==> src/rtl/vend_pkg.sv <==
// vend_pkg: shared coin values, change FSM states and coin selection encoding
package vend_pkg;
  localparam int COIN_5  = 5;
  localparam int COIN_10 = 10;
  localparam int COIN_25 = 25;
  typedef enum logic [1:0] {IDLE, SELECT, ISSUE, DONE} chg_state_e;
  typedef enum logic [2:0] {SEL_NONE = 3'b000, SEL_5 = 3'b001, SEL_10 = 3'b010, SEL_25 = 3'b100} coin_sel_e;
  function automatic int coin_value(coin_sel_e s);
    return s == SEL_25 ? COIN_25 : s == SEL_10 ? COIN_10 : s == SEL_5 ? COIN_5 : 0;
  endfunction
endpackage

==> src/rtl/coin_hopper.sv <==
// coin_hopper: one denomination's saturating inventory counter
module coin_hopper #(
  parameter int INV_W = 6,
  parameter int INIT  = 8
) (
  input  logic             clk,
  input  logic             reset_n,
  input  logic             inc,
  input  logic             dec,
  output logic [INV_W-1:0] cnt
);
  always_ff @(posedge clk or negedge reset_n) begin
    if (!reset_n) cnt <= INV_W'(INIT);
    else if (inc && !dec) cnt <= &cnt ? cnt : cnt + 1'b1;
    else if (dec && !inc) cnt <= cnt - 1'b1;
  end
endmodule

==> src/rtl/change_dispenser.sv <==
// change_dispenser: pays out an owed amount greedily in 25/10/5 coins with inventory tracking
module change_dispenser
  import vend_pkg::*;
#(
  parameter int AMT_W   = 7,
  parameter int INV_W   = 6,
  parameter int INIT_25 = 8,
  parameter int INIT_10 = 8,
  parameter int INIT_5  = 8
) (
  input  logic             clk,
  input  logic             reset_n,
  input  logic             req_valid,
  output logic             req_ready,
  input  logic [AMT_W-1:0] req_amount,
  output logic             coin_out_25,
  output logic             coin_out_10,
  output logic             coin_out_5,
  input  logic             coin_ack,
  input  logic             refill_25,
  input  logic             refill_10,
  input  logic             refill_5,
  output logic             done,
  output logic             short,
  output logic [AMT_W-1:0] remainder,
  output logic [INV_W-1:0] cnt_25,
  output logic [INV_W-1:0] cnt_10,
  output logic [INV_W-1:0] cnt_5
);
  chg_state_e state, state_nx;
  coin_sel_e sel, pick;
  logic [AMT_W-1:0] rem;
  logic taken;
  assign taken = state == ISSUE && coin_ack;
  always_comb begin
    pick = rem >= AMT_W'(COIN_25) && cnt_25 != '0 ? SEL_25 :
           rem >= AMT_W'(COIN_10) && cnt_10 != '0 ? SEL_10 :
           rem >= AMT_W'(COIN_5)  && cnt_5  != '0 ? SEL_5  : SEL_NONE;
  end
  coin_hopper #(.INV_W(INV_W), .INIT(INIT_25)) u_h25 (.clk, .reset_n, .inc(refill_25), .dec(taken && sel == SEL_25), .cnt(cnt_25));
  coin_hopper #(.INV_W(INV_W), .INIT(INIT_10)) u_h10 (.clk, .reset_n, .inc(refill_10), .dec(taken && sel == SEL_10), .cnt(cnt_10));
  coin_hopper #(.INV_W(INV_W), .INIT(INIT_5))  u_h5  (.clk, .reset_n, .inc(refill_5),  .dec(taken && sel == SEL_5),  .cnt(cnt_5));
  always_ff @(posedge clk or negedge reset_n) begin
    if (!reset_n) state <= IDLE;
    else state <= state_nx;
  end
  always_comb begin
    state_nx = state;
    case (state)
      IDLE:    state_nx = req_valid ? SELECT : IDLE;
      SELECT:  state_nx = pick != SEL_NONE ? ISSUE : DONE;
      ISSUE:   state_nx = coin_ack ? SELECT : ISSUE;
      default: state_nx = IDLE;
    endcase
  end
  always_ff @(posedge clk or negedge reset_n) begin
    if (!reset_n) begin
      rem       <= '0;
      sel       <= SEL_NONE;
      done      <= 1'b0;
      short     <= 1'b0;
      remainder <= '0;
    end else begin
      done <= 1'b0;
      if (state == IDLE && req_valid) begin
        rem       <= req_amount;
        short     <= 1'b0;
        remainder <= '0;
      end
      if (state == SELECT) begin
        sel <= pick;
        if (pick == SEL_NONE) begin
          done      <= 1'b1;
          short     <= rem != '0;
          remainder <= rem;
        end
      end
      if (taken) begin
        sel <= SEL_NONE;
        rem <= rem - AMT_W'(coin_value(sel));
      end
    end
  end
  always_comb begin
    req_ready   = state == IDLE;
    coin_out_25 = sel == SEL_25;
    coin_out_10 = sel == SEL_10;
    coin_out_5  = sel == SEL_5;
  end
endmodule

==> config.mk <==
export PLATFORM = sky130hd
export DESIGN_NAME = change_dispenser
export DESIGN_NICKNAME = d
export VERILOG_FILES = /design/src/rtl/vend_pkg.sv /design/src/rtl/coin_hopper.sv /design/src/rtl/change_dispenser.sv
export SDC_FILE = /design/constraint.sdc
export NUM_CORES = 1
export LEC_CHECK = 0
export CORE_AREA = 2 2 108 58
export CTS_BUF_LIST = sky130_fd_sc_hd__clkbuf_16
export CTS_CLUSTER_SIZE = 25
export DETAILED_ROUTE_END_ITERATION = 12
export DIE_AREA = 0 0 110 60
export PLACE_DENSITY = 0.76
export SETUP_SLACK_MARGIN = 0.4
export SLEW_MARGIN = 20
export SYNTH_ARGS = -nofsm -noshare
export SYNTH_HDL_FRONTEND = slang
export SYNTH_HIERARCHICAL = 1
export SYNTH_SLANG_ARGS = --single-unit
==> constraint.sdc <==
create_clock -name clk -period 3.5 [get_ports clk]
set_input_delay 0.525 -clock clk [delete_from_list [all_inputs] [get_ports clk]]
set_output_delay 0.525 -clock clk [all_outputs]
set_load 0.01 [all_outputs]
==> impl_metrics.ini, run 1 <==
[outcome]
status = complete, no violations

[cts]
ctsHoldBuffers = 0
cts.clk_slew.worst_paths_ns = 0.06
clk_path_buf_depth = 2
cts.htree.levels = 2
cts_setup_buffers = 0
cts_tree = yes
cts_buffers = 5
clock_sinks = 39
ctsResizeCount = 0
clk_latency_ns = 0.28
cts_root_buf = clkbuf_16

[critical_path]
path_max_fanout = 7
critPathArrivalTime_ns = 2.86
r2r_start = sel[0]
crit_start = coin_ack
cp-start-kind = primary input
worstSetupEndpointType = flip-flop
cp_data_required_time_ns = 3.65
worstSetupPathType = in2reg
rrSetupSlack_ns = 0.92
regToRegEndpoint = u_h10/cnt[5]
reg2reg_depth = 9

[cells_and_area]
drive_above_1_share_pct = 14.6
design_area_mm2 = 0.00339
nets = 357
antenna_cells = 0
finalNonFillerCells = 400
area_growth_pct = 24.2

[placed_design]
io_buffers = 44
dp.cells = 392
dp_hpwl_um = 4470
place_congestion = 0.875
dpl-instance-area_mm2 = 0.00325

[pwr]
switching_power_mw = 1.30
switching_share_pct = 42.2
peakVddDrop_v = 0.000451
seq_power_share_pct = 30.5
cellLeakagePower_nw = 1.44
power_density_mw_per_mm2 = 910
p_clk_share_pct = 14.4
p_comb_share_pct = 55.1
internal_power_mw = 1.78

[route]
dr.pass1.iters = 5
dr_total_vias = 2229
drt_first_iter_violations = 112
viasPerCell = 5.57
ant_nets = 0
drcViolationCount = 0
totalWireLength_um = 5840
wl_per_cell_um = 14.6

[sta]
setup_violations = 0
fin_crit_sh_pct = 77.7
tns_ns = 0
period_needed_ns = 2.72
hold_viol = 0
max_freq_mhz = 368
clock_skew_ns = 0.00260
max_slew_margin_pct = 38.8
worst_pin_slew_ns = 0.911
rsz0062_at_grt = false
drv_slew = 0

[die]
dieArea_mm2 = 0.00660
coreArea_mm2 = 0.00573
io_pins = 45
die_h_um = 60
die_w_um = 110
initial_core_util_pct = 47.6
num_rows = 20

[yosys]
synth-seq-cells = 39
synth_top_flop_cell = dfrtp_1
synth-simple-area-share_pct = 18.7
syn_area_mm2 = 0.00273
synth-edff-count = 0
yosys.area_share.adder_pct = 10.7
synth_compound_area_share_pct = 20.0
synth.area.top_cells = dfrtp_1 33%, ha_1 7.8%, nand2_1 4.7%
synth-xor-area-share_pct = 3.86
yosysTopAreaCell = dfrtp_1
ys_warn_count = 6
synth.distinct_cells = 53
synthMuxAreaShare_pct = 8.03
yosysSeqAreaShare_pct = 36.0
synth-async-reset-ratio_pct = 100
synth_area_per_cell_um2 = 9.95
syn_nets = 309
yosysTopAreaCellShare_pct = 33.1
synth_top_family_by_area = compound AO/OA/AOI/OAI gates
synthCells = 274

[global_route]
grt_pass1_wl_um = 10200
grt_pass1_vias = 2105
grt_max_degree = 40
antenna_found_initial = 0
grt_use_total_pct = 20.3
overflow = 0

[run]
drv_cap = 0

[min_path]
hp-class = in2async
[through the flow]
step	util [%]	worst slack [ns]	total power [mW]	hold WS, ns
floorplan	-	0.749	2.09	0.229
CTS	59.1	0.825	3.09	0.394
global route	59.1	0.598	3.34	0.443
finish	59.1	0.782	3.08	0.359
detailed placement	56.6	0.530	2.63	0.495
global placement	56.6	0.548	2.59	0.498
[placed cells by master (no fill, tap or decap), types with 6 or more instances in the layout]
master,instances
o21ai_1,14
a211oi_1,9
ha_1,17
nand2b_1,9
inv_1,6
dfrtp_1,36
nor4_1,7
clkdlybuf4s50_1,43
xnor2_1,9
o21ai_0,12
nor2_1,16
nand2_1,34
[Yosys cell counts, types with 4 or more instances]
cell type,number
o21ai_0,12
xnor2_1,9
a21oi_1,4
nand3_1,4
nand2b_1,9
a211oi_1,9
nor2_1,16
nor4_1,7
nor2b_1,5
inv_1,6
o21ai_1,14
fa_1,4
clkbuf_1,5
dfrtp_1,36
ha_1,17
mux2i_1,5
mux2_1,4
nand2_1,34
[final cells by class]
type                            instances  area, um^2
Sequential cell                        39         980
Clock buffer                            5         125
Inverter                                9        33.8
Timing Repair Buffer                   48         465
Fill cell                             511        2340
Clock inverter                          3        15.0
Multi-Input combinational cell        219        1670
Tap cell                               77        96.3
[worst max path at each step]
| stage | to | slack (ns) | depth (start not counted) |
|---|---|---|---|
| after detailed placement | u_h10/cnt[5] | 0.53 | 10 |
| final | u_h10/cnt[5] | 0.78 | 10 |
| after floorplan | u_h10/cnt[5] | 0.75 | 11 |
| after global routing | u_h5/cnt[5] | 0.60 | 10 |
| after global placement | u_h10/cnt[5] | 0.55 | 10 |
| after CTS | u_h10/cnt[5] | 0.82 | 10 |
[routing by layer]
metal  GRT usage [%]  up-vias  routed length [um]
met5               0        -                   0
met1            31.9     1067                3140
li1                -     1109                   -
met3            3.93        5                 289
met2            28.4       48                2370
met4            4.88        0                  45
[critical path: stages]
cell             delay (ns)
clkdlybuf4s50_1        0.48
nand3b_1               0.24
nor2_1                 0.20
nand2b_1               0.27
ha_1                   0.30
a211oi_2               0.24
nor2_2                 0.09
nor4_1                 0.27
o31a_1                 0.20
a211oi_1               0.05
[sequential cells by signal, summed over array words and instances (netlist names)]
name	flops
remainder	7
u_h10/cnt	6
short	1
sel	3
rem	7
done	1
u_h5/cnt	6
state	2
u_h25/cnt	6
[logic make-up after synthesis]
family | count (synthesis)
simple gates | 96
compound gates | 74
flops | 39
fa+ha+maj | 21
buf+inv | 16
mux | 16
xor+xnor | 12
[power by group through the flow]
stage / clock, mW / combinational [mW] / sequential [mW]
6_report: 0.443 / 1.70 / 0.940
5_1_grt: 0.474 / 1.88 / 0.990
4_1_cts: 0.451 / 1.70 / 0.941
3_5_place_dp: 0 / 1.69 / 0.945
3_3_place_gp: 0 / 1.64 / 0.943
2_1_floorplan: 0 / 1.18 / 0.917
(Power assumes the default switching activity.)
==> run 2: changes to the inputs <==
Clock period 3.5 ns to 2.7 ns, I/O delays scaled along.
==> run 2 against run 1 <==
Via count rose by 4.9%. Die area unchanged. Combinational power increased by 47%. Final cell count grew 3.0%. Largest power group unchanged. Largest cell class unchanged. Wire length is 8.5% higher. Count of clock-buffer cells in the layout stayed put. Worst setup slack worse by 0.39 ns. Register-to-register slack got worse by 0.48 ns. Sequential power rose by 35%. Sequential share of layout area shrank 2.1 points. Worst hold slack got worse by 0.12 ns. Power up 40%.
==> impl_metrics.ini, run 2 (synthesis gave the netlist of run 1 again) <==
[die]
num_rows = 20
die_w_um = 110
io_pins = 45
coreArea_mm2 = 0.00573
die_h_um = 60
initial_core_util_pct = 47.6
dieArea_mm2 = 0.00660

[pwr]
seq_power_share_pct = 29.3
p_clk_share_pct = 13.0
total_power_mw = 4.32
switching_share_pct = 42.8
p_comb_share_pct = 57.7
cellLeakagePower_nw = 1.52
switching_power_mw = 1.85
peakVddDrop_v = 0.000636
power_density_mw_per_mm2 = 1180
internal_power_mw = 2.47

[sta]
drv_slew = 0
max_slew_margin_pct = 41.8
holdWs_ns = 0.238
rsz0062_at_grt = true
worst_pin_slew_ns = 0.873
hold_viol = 0
period_needed_ns = 2.31
max_freq_mhz = 433
fin_ws_ns = 0.391
tns_ns = 0
clock_skew_ns = 0.00239
setup_violations = 0
fin_crit_sh_pct = 85.5

[cells_and_area]
final_cell_mix = 42 x clkdlybuf4s50_1, 36 x dfrtp_1, 32 x nand2_1, 15 x o21ai_1, 15 x buf_4
area_growth_pct = 34.1
final.fill_count = 479
nets = 369
drive_above_1_share_pct = 23.3
finalNonFillerCells = 412
antenna_cells = 0
biggestRegsByFlops = rem: 7 flops, remainder: 7 flops
final_common_cell = clkdlybuf4s50_1

[critical_path]
cp_data_required_time_ns = 2.30
reg2reg_depth = 9
critPathMaxStageDelay_ns = 0.52
critPathArrivalTime_ns = 1.90
cpMaxStageDelayCell = clkdlybuf4s50_1
r2r_start = sel[0]
worstSetupPathType = reg2out
crit_family = buffers and inverters
rrSetupSlack_ns = 0.44
crit_buf_inv = 3
path_max_fanout = 4
cp-start-kind = flip-flop
worstSetupEndpointType = primary output
cp_cell_sequence = or3b_4 > buf_4 > inv_2 > clkdlybuf4s50_1
regToRegEndpoint = u_h10/cnt[5]

[cts]
cts.htree.levels = 2
cts.clk_slew.worst_paths_ns = 0.06
clk_latency_ns = 0.28
clock_sinks = 39
cts_root_buf = clkbuf_16
clk_path_buf_depth = 2
cts_buffers = 5
cts_tree = yes

[global_route]
grt.busiest_layer = met1
antenna_found_initial = 0
grt_pass1_wl_um = 10400
grt_max_degree = 40
grt_pass1_vias = 2128
grt_use_total_pct = 20.5
gr-usage-met2_pct = 30.1
grt_use_met3_pct = 4.25
grt_use_met1_pct = 31.0
overflow = 0

[route]
dr_total_vias = 2339
dr.pass1.iters = 4
ant_nets = 0
wl_per_cell_um = 15.4
drcViolationCount = 0
drt_first_iter_violations = 102
totalWireLength_um = 6340
viasPerCell = 5.68

[placed_design]
place_congestion = 0.803
dp.cells = 398
pre_cts_ws_ns = 0.0439
io_buffers = 44
dp_hpwl_um = 4660

[run]
drv_cap = 0

[outcome]
status = complete, no violations

[min_path]
hp-class = in2async
## run 2: worst max path at each step
stage	from	end	slack [ns]	cells after the start
after global routing	sel[0]	u_h10/cnt[5]	0.34	9
after CTS	coin_ack	u_h5/cnt[5]	0.40	11
after global placement	coin_ack	u_h5/cnt[5]	0.12	11
after floorplan	state[0]	u_h5/cnt[5]	0.40	11
after detailed placement	coin_ack	u_h5/cnt[5]	0.04	11
final	sel[0]	coin_out_10	0.39	4
## run 2: timing repair
item / CTS / global route
setup buffers: 1 / 5
hold buffers: 0 / 0
resized for setup: 6 / 16
cloned: 0 / 0
pin swaps: 8 / 9
endpoints found under the setup margin: 4 / 9
## run 2: per-stage QoR
| step | cell area (um^2) | util, % |
|---|---|---|
| 3_3_place_gp | 3340 | 58.2 |
| 2_1_floorplan | 2790 | - |
| 4_1_cts | 3510 | 61.3 |
| 5_1_grt | 3650 | 63.8 |
| 3_5_place_dp | 3340 | 58.2 |
| 6_report | 3650 | 63.8 |
## run 2: routing by layer
layer / share of wire, % / wire length [um] / up-vias
met5: 0 / 0 / -
met4: 0.62 / 39 / 0
met3: 4.7 / 298 / 5
met2: 42 / 2670 / 52
met1: 52 / 3330 / 1142
li1: - / - / 1140
## run 2: power by group through the flow
stage | logic (mW) | clock network, mW | registers (mW)
floorplan | 1.56 | 0 | 1.19
global placement | 2.16 | 0 | 1.23
detailed placement | 2.23 | 0 | 1.24
CTS | 2.31 | 0.571 | 1.23
global route | 2.74 | 0.603 | 1.31
finish | 2.50 | 0.562 | 1.27
## run 2: layout make-up
cell class / count / area, um^2 / area share (%)
clock inverter: 3 / 11.3 / 0.308
clock buffer: 5 / 125 / 3.42
timing repair buffer: 60 / 562 / 15.4
multi-input combinational: 219 / 1850 / 50.5
sequential: 39 / 980 / 26.8
tap: 77 / 96.3 / 2.64
inverter: 9 / 33.8 / 0.925
